==> config.mk <==
export PLATFORM = sky130hd
export DESIGN_NAME = mod_counter
export DESIGN_NICKNAME = d
export VERILOG_FILES = /design/src/rtl/clock_defs_pkg.sv /design/src/rtl/bin2bcd_reg.sv /design/src/rtl/mod_counter.sv
export SDC_FILE = /design/constraint.sdc
export NUM_CORES = 1
export LEC_CHECK = 0
export BUFFER_PORTS_ARGS = -buffer_cell sky130_fd_sc_hd__buf_2
export CORE_UTILIZATION = 50
export DETAILED_ROUTE_END_ITERATION = 10
export PLACE_DENSITY = 0.78
export SLEW_MARGIN = 25
export SYNTH_ARGS = -nofsm -noshare
export SYNTH_HDL_FRONTEND = slang
export SYNTH_HIERARCHICAL = 1
export SYNTH_SLANG_ARGS = --single-unit
==> constraint.sdc <==
create_clock -name i_clk -period 2.6 [get_ports i_clk]
set_input_delay 0.26 -clock i_clk [delete_from_list [all_inputs] [get_ports i_clk]]
set_output_delay 0.26 -clock i_clk [all_outputs]
set_load 0.01 [all_outputs]
==> src/rtl/clock_defs_pkg.sv <==
// Shared timekeeping constants and BCD digit helpers for the clock datapath.
package clock_defs;

  localparam int unsigned TIME_W      = 6;
  localparam int unsigned SEC_LIMIT   = 60;
  localparam int unsigned MIN_LIMIT   = 60;
  localparam int unsigned HOUR_LIMIT  = 24;
  localparam int unsigned BCD_DIGIT_W = 4;

  // Two-digit BCD range only; anything above 99 reads as 99.
  function automatic logic [BCD_DIGIT_W-1:0] bcd_tens(input int unsigned v);
    return (v > 99) ? BCD_DIGIT_W'(9) : BCD_DIGIT_W'(v / 10);
  endfunction

  function automatic logic [BCD_DIGIT_W-1:0] bcd_ones(input int unsigned v);
    return (v > 99) ? BCD_DIGIT_W'(9) : BCD_DIGIT_W'(v % 10);
  endfunction

endpackage

==> src/rtl/bin2bcd_reg.sv <==
// Registered binary -> two-digit BCD conversion with saturation above 99.
module bin2bcd_reg
  import clock_defs::*;
#(
  parameter int unsigned WIDTH     = TIME_W,
  parameter int unsigned RESET_VAL = 0
) (
  input  logic                   clk,
  input  logic                   rst,
  input  logic [WIDTH-1:0]       bin,
  output logic [BCD_DIGIT_W-1:0] tens,
  output logic [BCD_DIGIT_W-1:0] ones
);

  always_ff @(posedge clk) begin
    if (rst) begin
      tens <= bcd_tens(RESET_VAL);
      ones <= bcd_ones(RESET_VAL);
    end else begin
      tens <= bcd_tens(32'(bin));
      ones <= bcd_ones(32'(bin));
    end
  end

endmodule

==> src/rtl/mod_counter.sv <==
// Modulo-N up/down counter with preset range check, carry/borrow pulses and,
// under MOD_COUNTER_BCD_EN, a registered BCD view of the count.
module mod_counter
  import clock_defs::*;
#(
  parameter int unsigned WIDTH     = TIME_W,
  parameter int unsigned RESET_VAL = 0
) (
  input  logic             i_clk,
  input  logic             i_rst,
  input  logic             i_en,
  input  logic             i_up,
  input  logic             i_load,
  input  logic [WIDTH-1:0] i_load_val,
  input  logic [WIDTH-1:0] i_limit,
  output logic [WIDTH-1:0] o_count,
  output logic             o_carry,
  output logic             o_borrow,
  output logic             o_load_err
`ifdef MOD_COUNTER_BCD_EN
  ,
  output logic [BCD_DIGIT_W-1:0] o_tens,
  output logic [BCD_DIGIT_W-1:0] o_ones
`endif
);

  logic [WIDTH-1:0] max_val;

  // Wrapping subtract makes a limit of 0 yield the full 2^WIDTH-1 range.
  assign max_val = i_limit - WIDTH'(1);

  always_ff @(posedge i_clk) begin
    o_carry    <= 1'b0;
    o_borrow   <= 1'b0;
    o_load_err <= 1'b0;
    if (i_rst) begin
      o_count <= WIDTH'(RESET_VAL);
    end else if (i_load) begin
      if (i_load_val <= max_val) begin
        o_count <= i_load_val;
      end else begin
        o_count    <= '0;
        o_load_err <= 1'b1;
      end
    end else if (i_en) begin
      if (i_up) begin
        if (o_count >= max_val) begin
          o_count <= '0;
          o_carry <= 1'b1;
        end else begin
          o_count <= o_count + WIDTH'(1);
        end
      end else begin
        if (o_count == '0) begin
          o_count  <= max_val;
          o_borrow <= 1'b1;
        end else if (o_count > max_val) begin
          o_count <= max_val;
        end else begin
          o_count <= o_count - WIDTH'(1);
        end
      end
    end
  end

`ifdef MOD_COUNTER_BCD_EN
  bin2bcd_reg #(
    .WIDTH     (WIDTH),
    .RESET_VAL (RESET_VAL)
  ) u_bcd (
    .clk  (i_clk),
    .rst  (i_rst),
    .bin  (o_count),
    .tens (o_tens),
    .ones (o_ones)
  );
`endif

endmodule

==> summary.md <==
| Metric | Value |
|---|---|
| Final core utilization | `between 70% and 80%` |
| CTS Buffer Depth | `2` |
| DIE AREA | `2756 um2` |
| Largest family of logic cells by synthesized area | `simple AND/OR/NAND/NOR gates` |
| Crit-path max FO | `6` |
| Root buf cell | `clkbuf_4` |
| Type of the most critical hold path | `in2reg` |
| Distinct cells, synth | `55` |
| First-pass GRT wire length | `6127 um` |
| H-tree depth | `1` |
| Max Clock Skew | `0.001801 ns` |
| Ys Warns | `6` |
| Adder-cell share of the synthesized area | `13.44%` |
| # setup viols final | `0` |
| Tightest Pin Transition | `0.5243 ns` |
| Via-to-Cell Ratio | `just over 6` |
| Hold Vio Cnt, Final | `0` |
| First drt pass iteration count | `4` |
| Detail Route Antenna Nets | `0` |
| Register area share after synthesis | `14.13%` |
| Gr usage total | `between 30% and 40%` |
| CP required | `2.82 ns` |
| N_diodes | `0` |
| #FFs+latches synth | `9` |
| CP Launch Type | `input pin` |
| Cts-stage hold buffer count | `0` |
| Worst EP arrival | `2.70 ns` |
| Ys flop type | `dfxtp_1` |
| Avg Cell Area, Syn | `7.635 um2` |
| Drt drc | `0` |
| Worst slack, placed | `-0.1711 ns` |
| Clock transition at the registers of the reported paths | `0.07 ns` |
| Fin nets | `245` |
| GPL Wtd Cong | `about 1.1` |
| Placed cell area | `1584 um2` |
| Relative slew slack | `64.87%` |
| Ys async rst share | `0%` |
| CTS Sinks | `9` |
| Max-slew violations | `0` |
| Initial antenna violation count | `0` |
| Yosys top cell by area | `dfxtp_1` |
| Layout cells sized above 1 | `between 30% and 40%` |
| CP Class | `in2reg` |
| Most frequent cells in the layout | `25 x buf_2, 24 x buf_4, 20 x nor2_1` |
| Post-Synth Simple-Gate Area | `28.85%` |
| CTS Buf Count | `3` |
| Drt wl/cell | `15.96 um` |
| Initial DRC Count | `85` |
| Initial Util | `55.50%` |
| Worst skew pair latency | `0.27 ns` |
| Cell count after synthesis | `167` |
| Fillers | `195` |
| PortBufs | `25` |
| Max-Cap Viols | `0` |
| Post-DP HPWL | `3150 um` |
| Status | `complete, no violations` |
| Mux share of post-synthesis cell area | `5.790%` |
| Final worst setup slack | `0.1196 ns` |
| Synth area leaders | `dfxtp_1 14%, ha_1 12%, nor2_1 5.9%` |
| Tot Pwr | `780.5 uW` |
| Core area | `2297 um2` |
| IO Pins | `26` |
| Syn Nets | `between 150 and 200` |
| Post-synth EDFFs | `0` |
| Pwr/cell area | `478.0 nW/um2` |
| Area share of the largest cell type after synthesis | `14.13%` |
| Worst vdd ir | `400.7 uV` |
| DRT Wirelength | `around 3900 um` |
| CP endpoint kind | `flop` |
| Pin count of the biggest net entering global routing | `12` |
| Design Area, Final | `1633 um2` |
| Area delta synth->final | `28.07%` |
| Commonest non-fill, non-tap cell in the layout | `buf_2` |
| Via count | `1487` |
| TritonCTS clock tree | `yes` |
| Max Freq | `403.2 MHz` |
| Final period util | `95.40%` |
| Register area | `180.2 um2` |
| GR Overflow Total | `0` |
| Leakage power | `0.0007831 uW` |
| Die Height | `52.50 um` |
| Hold_ws | `0.2760 ns` |
| Post-synthesis compound-gate area fraction | `25.42%` |
| Synth Area in XOR/XNOR | `under 10%` |
| Vias in the first global route | `1400` |
| Post-synth design cell area | `about 1300 um2` |
| Die X | `52.50 um` |
| Multi-input gate area | `1052 um2` |
| Crit path time final | `2.480 ns` |
| Row cnt | `17` |
-- registers in the layout, summed over array words and instances (netlist names) --
name and count:
o_borrow 1, o_load_err 1, o_carry 1, o_count 6
-- cells in the mapped netlist (2+ instances only) --
cell       n
nor2_1    20
nand2_1   16
ha_1      12
dfxtp_1    9
a21oi_1    8
inv_1      8
nor3_1     8
o21ai_0    6
mux2i_1    4
nand3_1    4
nand4_1    4
or3_1      4
xnor2_1    4
a21o_1     3
and3_1     3
clkbuf_1   3
o21ai_1    3
a211oi_1   2
a21oi_2    2
a31oi_1    2
and4_1     2
mux2_2     2
nor2b_1    2
o211ai_1   2
o22ai_1    2
or2_2      2
xnor2_2    2
-- critical path, stage by stage --
cell,delay (ns)
buf_2,0.12
nor3_4,0.22
nand2_2,0.09
xnor2_2,0.18
inv_1,0.10
ha_1,0.30
nand4_1,0.12
or2_2,0.30
mux2i_1,0.17
o21ai_2,0.08
a21oi_2,0.17
buf_4,0.16
a211oi_1,0.10
o21ai_0,0.21
a21o_1,0.14
-- cell families after synthesis --
family | count (synthesis)
flops | 9
xor+xnor | 8
compound gates | 43
simple gates | 72
fa+ha+maj | 14
mux | 7
buf+inv | 14
-- where the power goes --
group / total, uW / switching, uW / internal [uW]
Clock: 120 / 61.0 / 59.4
Combinational: 482 / 267 / 215
Sequential: 178 / 21.9 / 156
Total: 780 / 350 / 430
-- metrics by stage --
stage	setup TNS, ns	instances
after floorplan	0	167
after global placement	-0.3252	238
after detailed placement	-0.5355	238
after CTS	0	242
after global routing	-0.01510	243
final	0	243
-- layout make-up --
class | count | share of cell area [%]
tap | 28 | 2.146
multi-input combinational | 144 | 64.44
inverter | 9 | 2.069
clock buffer | 4 | 1.609
sequential | 9 | 11.03
timing repair buffer | 49 | 18.70
-- final timing paths --
check,start,to,slack [ns],depth (start not counted)
worst min-delay path,i_load_val[0],o_count[0],0.28,3
worst max-delay path,i_limit[0],o_count[5],0.12,15
worst max register to register,o_count[4],o_count[1],0.27,9
worst min register to register,o_count[0],o_count[0],0.72,3
-- repair_timing --
item                                    in CTS  in global routing
setup buffers                                0                  1
endpoints found under the setup margin       0                  3
endpoints found under the hold margin        0                  0
gates resized for setup                      0                  5
-- per-layer routing --
metal | share of wire [%] | track usage [%] | vias up
met3 | 8.9 | 8.986 | 17
met1 | 40 | 37.39 | 674
met2 | 47 | 49.79 | 81
li1 | - | - | 715
met5 | 0 | 0 | -
met4 | 3.2 | 10.96 | 0
Note: power is estimated with default switching activity, not from simulation.
